<file path="src/rtl/seq_detect_param.sv">
`timescale 1ns/1ps
// -----------------------------------------------------------------------------
// seq_detect_param
//
// Runtime-programmable serial bit-pattern detector. A pattern of 1..MAX_LEN
// bits is matched against a qualified serial input stream. The newest bit
// lands in bit 0 of the history register, so the first pattern bit expected
// is cfg_pattern_i[len-1] and the last one is cfg_pattern_i[0]. Overlapping
// or non-overlapping matching is selectable.
//
// Ports:
//   clk            clock, all logic on the rising edge
//   rst_n          asynchronous active-low reset
//   cfg_load_i     one-cycle strobe capturing pattern/length/overlap
//   cfg_pattern_i  pattern, right-aligned
//   cfg_len_i      pattern length (0 disables, >MAX_LEN is clamped)
//   cfg_overlap_i  1 = overlapping matches, 0 = restart after a match
//   cnt_clr_i      synchronous clear of the match counter
//   data_valid_i   qualifies data_i
//   data_i         serial input bit
//   match_pulse_o  one-cycle pulse per match
//   match_toggle_o inverts on every match
//   match_count_o  saturating match counter
//   len_err_o      last load had an illegal length
// -----------------------------------------------------------------------------
module seq_detect_param #(
    parameter int                     MAX_LEN     = 8,
    parameter int                     LEN_W       = 4,
    parameter int                     CNT_W       = 8,
    parameter logic [MAX_LEN-1:0]     DEF_PATTERN = 8'b0000_1101,
    parameter logic [LEN_W-1:0]       DEF_LEN     = 4'd4,
    parameter logic                   DEF_OVERLAP = 1'b0
) (
    input  logic                 clk,
    input  logic                 rst_n,
    input  logic                 cfg_load_i,
    input  logic [MAX_LEN-1:0]   cfg_pattern_i,
    input  logic [LEN_W-1:0]     cfg_len_i,
    input  logic                 cfg_overlap_i,
    input  logic                 cnt_clr_i,
    input  logic                 data_valid_i,
    input  logic                 data_i,
    output logic                 match_pulse_o,
    output logic                 match_toggle_o,
    output logic [CNT_W-1:0]     match_count_o,
    output logic                 len_err_o
);

    localparam logic [LEN_W-1:0] MaxLenL = LEN_W'(MAX_LEN);

    logic [MAX_LEN-1:0] pattern_q, pattern_d;
    logic [LEN_W-1:0]   len_q, len_d;
    logic               overlap_q, overlap_d;
    logic               len_err_q, len_err_d;
    logic [MAX_LEN-1:0] hist_q, hist_d;
    logic [LEN_W-1:0]   fill_q, fill_d;
    logic               pulse_q, pulse_d;
    logic               toggle_q, toggle_d;
    logic [CNT_W-1:0]   count_q, count_d;

    logic [MAX_LEN-1:0] histShift;
    logic [LEN_W-1:0]   fillInc;
    logic [MAX_LEN-1:0] lenMask;
    logic               match;

    // Candidate history/fill for a consumed bit, and a mask selecting the
    // low len_q bits so pattern bits above the active length are ignored.
    always_comb begin
        histShift = {hist_q[MAX_LEN-2:0], data_i};
        fillInc   = (fill_q == MaxLenL) ? fill_q : fill_q + 1'b1;
        lenMask   = '0;
        for (int i = 0; i < MAX_LEN; i++) begin
            lenMask[i] = (i < int'(len_q));
        end
    end

    // A match needs a consumed bit (a load in the same cycle discards it),
    // a non-zero length, enough fresh bits, and equality on the active bits.
    always_comb begin
        match = data_valid_i && !cfg_load_i && (len_q != '0) &&
                (fillInc >= len_q) &&
                (((histShift ^ pattern_q) & lenMask) == '0);
    end

    // Next-state logic. A configuration load restarts the history but leaves
    // the match counter and toggle alone. Without overlap the fill count is
    // dropped after a match so the next match needs len fresh bits; the
    // counter clear takes priority over a simultaneous increment.
    always_comb begin
        pattern_d = pattern_q;
        len_d     = len_q;
        overlap_d = overlap_q;
        len_err_d = len_err_q;
        hist_d    = hist_q;
        fill_d    = fill_q;
        pulse_d   = match;
        toggle_d  = toggle_q ^ match;
        count_d   = count_q;

        if (cfg_load_i) begin
            pattern_d = cfg_pattern_i;
            overlap_d = cfg_overlap_i;
            hist_d    = '0;
            fill_d    = '0;
            if (cfg_len_i == '0) begin
                len_d     = '0;
                len_err_d = 1'b1;
            end else if (cfg_len_i > MaxLenL) begin
                len_d     = MaxLenL;
                len_err_d = 1'b1;
            end else begin
                len_d     = cfg_len_i;
                len_err_d = 1'b0;
            end
        end else if (data_valid_i) begin
            hist_d = histShift;
            fill_d = (match && !overlap_q) ? '0 : fillInc;
        end

        if (cnt_clr_i) begin
            count_d = '0;
        end else if (match && (count_q != '1)) begin
            count_d = count_q + 1'b1;
        end
    end

    // State and registered outputs; reset restores the default pattern and
    // drops any partial match.
    always_ff @(posedge clk or negedge rst_n) begin
        if (!rst_n) begin
            pattern_q <= DEF_PATTERN;
            len_q     <= DEF_LEN;
            overlap_q <= DEF_OVERLAP;
            len_err_q <= 1'b0;
            hist_q    <= '0;
            fill_q    <= '0;
            pulse_q   <= 1'b0;
            toggle_q  <= 1'b0;
            count_q   <= '0;
        end else begin
            pattern_q <= pattern_d;
            len_q     <= len_d;
            overlap_q <= overlap_d;
            len_err_q <= len_err_d;
            hist_q    <= hist_d;
            fill_q    <= fill_d;
            pulse_q   <= pulse_d;
            toggle_q  <= toggle_d;
            count_q   <= count_d;
        end
    end

    assign match_pulse_o  = pulse_q;
    assign match_toggle_o = toggle_q;
    assign match_count_o  = count_q;
    assign len_err_o      = len_err_q;

endmodule

</file>
<file path="config.mk">
export PLATFORM = sky130hd
export DESIGN_NAME = seq_detect_param
export DESIGN_NICKNAME = d
export VERILOG_FILES = /design/src/rtl/seq_detect_param.sv
export SDC_FILE = /design/constraint.sdc
export NUM_CORES = 1
export LEC_CHECK = 0
export ABC_AREA = 0
export BUFFER_PORTS_ARGS = -buffer_cell sky130_fd_sc_hd__buf_2
export CORE_ASPECT_RATIO = 1.75
export CORE_MARGIN = 2
export CORE_UTILIZATION = 30
export DETAILED_ROUTE_END_ITERATION = 6
export SLEW_MARGIN = 5
export SYNTH_ARGS = -nofsm -noshare
export SYNTH_HDL_FRONTEND = slang
export SYNTH_SLANG_ARGS = --single-unit
</file>
<file path="constraint.sdc">
create_clock -name clk -period 3.01 [get_ports clk]
set_input_delay 0.1505 -clock clk [delete_from_list [all_inputs] [get_ports clk]]
set_output_delay 0.1505 -clock clk [all_outputs]
set_load 0.02 [all_outputs]
</file>
==> impl_metrics.tcl <==
set metrics [dict create \
    layoutNonFillerInstCount 277 \
    grt_max_degree 36 \
    timing.hold.ws_ps 87.2 \
    antenna_cells 0 \
    synthCells 168 \
    routedLengthMet1_um 1550 \
    arrival_ps 2860 \
    p_leak_nw 0.955 \
    ioPinCount 30 \
    status "completed" \
    clockBufferDepth 2 \
    nets 224 \
    multi_input_area_um2 881 \
    gp_congestion 0.821 \
    crit_start "fill_q[0]$_DFFE_PN0P_" \
    cts.sinks 35 \
    drtIter0Drc 19 \
    antenna_left 0 \
    holdCritStartpoint "cfg_len_i[0]" \
    yosysMostFrequentCell "dfrtp_1" \
    maxCapViolCount 0 \
    layout_min_cycle_time_ps 2640 \
    clk_pin_slew_ps 70 \
    numCtsBuffers 5 \
    post-place-cells 268 \
    core_um2 5880 \
    rsz0062_at_grt "false" \
    tightest_slew_ps 790 \
    yosysTopAreaCell "dfrtp_1" \
    die_x_um 62.9 \
    async_reset_ff_share_pct 100 \
    r2r-start "fill_q[0]$_DFFE_PN0P_" \
    critPathLaunchType "flop" \
    wl_met3_um 103 \
    relSlewSlack_pct 47.3 \
    dieArea_um2 6740 \
    highest_layer "met4" \
    cts_tree "done" \
    finalSetupViolCount 0 \
    initial_core_util_pct 31.0 \
    synth_edf_count 0 \
    track_usage_pct 12.1 \
    cp.required_ps 3230 \
    cts_root_buf "clkbuf_8" \
    final_layout_size_suffix_gt1_share_pct 28.1 \
    grt_pass1_wl_um 6320 \
    htreeDepth 2 \
    finClkSkew_ps 7.94 \
    vias 1348 \
    synth_common_cells "dfrtp_1, nor2_1, xnor2_1" \
    drt-pass1-iter-count 4 \
    fin_setup_tns_ps 0 \
    avgSynthCellArea_um2 10.9 \
    grt_pass1_vias 1339 \
    drt-wirelength-per-cell_um 13.3 \
    regArea_um2 881 \
    final_cell_area_um2 2140 \
    syn_to_final_growth_pct 17.6 \
    ys_warn_count 0 \
    wl_met2_um 1920 \
    critPathMaxFanout 16 \
    p_per_area_nw_per_um2 488 \
    ir_drop_v 0.000218 \
    end_kind "flop" \
    port_buffers 29 \
    placed_cell_area_um2 2020 \
    syn_area_um2 1820 \
    netlist_top_cells_area "dfrtp_1, mux2_2, dfstp_2, xnor2_1, ha_1" \
    grt.overflow.total 0 \
    clk_latency_ps 290 \
    ys_ff_latch 35 \
    maxSlewViolCount 0 \
    ys.flop_type "dfrtp_1" \
    post_cts_buffers 0 \
    synth_top_area_share_pct 42.5 \
    hold_class "primary input to flop" \
    fillers 624 \
    routed_wl_um 3690 \
    row_count 37 \
    synth_nets 194 \
    dp_hpwl_um 2690 \
    hold_violations 0 \
    fp.dieH_um 107 \
    worstSetupPathType "flop to flop" \
    antenna_found_initial 0 \
    max_freq_mhz 379 \
    synthDistinctLibCells 41 \
    post_drt_via_cell_ratio 4.87 \
    fin_crit_sh_pct 87.7 \
    power_mw 1.05 \
    yosysSeqAreaShare_pct 48.3 \
    drc 0 \
]
-- worst paths after layout --
check                                               end  slack [ps]  cells past startpoint
max                               fill_q[2]$_DFFE_PN0P_         370                     13
min                                len_q[0]$_DFFE_PN0P_          90                      3
max reg2reg                       fill_q[2]$_DFFE_PN0P_         370                     13
min reg2reg                    match_toggle_o$_DFF_PN0_         480                      1
max in group asynchronous  match_count_o[5]$_DFFE_PN0P_        2030                      2
min in group asynchronous      pattern_q[5]$_DFFE_PN0P_         480                      2
-- final cells by class --
cell class / instances / area share, %
Clock buffer: 8 / 4.67
Inverter: 8 / 1.40
Multi-Input combinational cell: 118 / 41.1
Sequential cell: 35 / 41.1
Tap cell: 78 / 4.55
Timing Repair Buffer: 30 / 7.23
-- worst max-delay path, cell delays in order, from the launching register on --
cell	delay, ps
dfrtp_1	410
inv_1	100
ha_1	150
nand2_1	60
nor2_1	120
xnor2_1	160
ha_1	260
nand2b_1	140
a2111oi_1	440
nor3_2	110
nand3b_4	180
inv_1	100
nand2b_1	160
a32o_1	200
-- power breakdown --
group / switching (mW) / internal [mW]
registers: 0.0241 / 0.503
logic: 0.0768 / 0.0692
clock network: 0.165 / 0.209
total: 0.266 / 0.781
-- per-stage QoR --
step	utilization [%]	setup WS, ps
final	36.5	371
after global routing	36.5	7.53
after global placement	34.4	295
after floorplan	-	568
after CTS	36.3	212
after detailed placement	34.4	237
-- state kept, by name, summed over array words and instances (netlist names) --
name / cells
len_err_o: 1
hist_q: 7
fill_q: 4
match_toggle_o: 1
match_pulse_o: 1
len_q: 4
match_count_o: 8
pattern_q: 8
overlap_q: 1
-- cell families (layout without fill, tap and decap cells) --
| kind of cell | Yosys count | after routing | synth area share (%) |
|---|---|---|---|
| AND/OR/NAND/NOR | 48 | 48 | 14.7 |
| flip-flops | 35 | 35 | 48.3 |
| AO/OA/AOI/OAI | 33 | 33 | 11.9 |
| multiplexers | 18 | 18 | 10.6 |
| buffers and inverters | 15 | 46 | 3.98 |
| XOR/XNOR | 12 | 12 | 5.76 |
| adder cells (fa/ha/maj) | 7 | 7 | 4.80 |
-- layout by cell type (no fill, tap or decap), types with 7 or more instances in the layout --
master     n
mux2i_1    8
ha_1       7
xnor2_1   12
o21ai_0    7
dfrtp_1   31
a21oi_1   10
clkbuf_8   7
nand2_1    8
buf_2     29
inv_1      8
mux2_2    10
nor2_1    13
-- metal layers --
metal  vias to the layer above  GRT usage, %
li1                        662             -
met1                       658          13.9
met2                        20          20.3
met3                         8          2.52
met4                         0          7.46
met5                         -             0
-- what timing repair did --
| item | 4_1_cts | 5_1_grt |
|---|---|---|
| resized for setup | 0 | 2 |
| endpoints found under the hold margin | 31 | 0 |
| setup endpoints to repair | 0 | 6 |
| hold buffers | 1 | 0 |
Power figures use the tool's default switching activity.
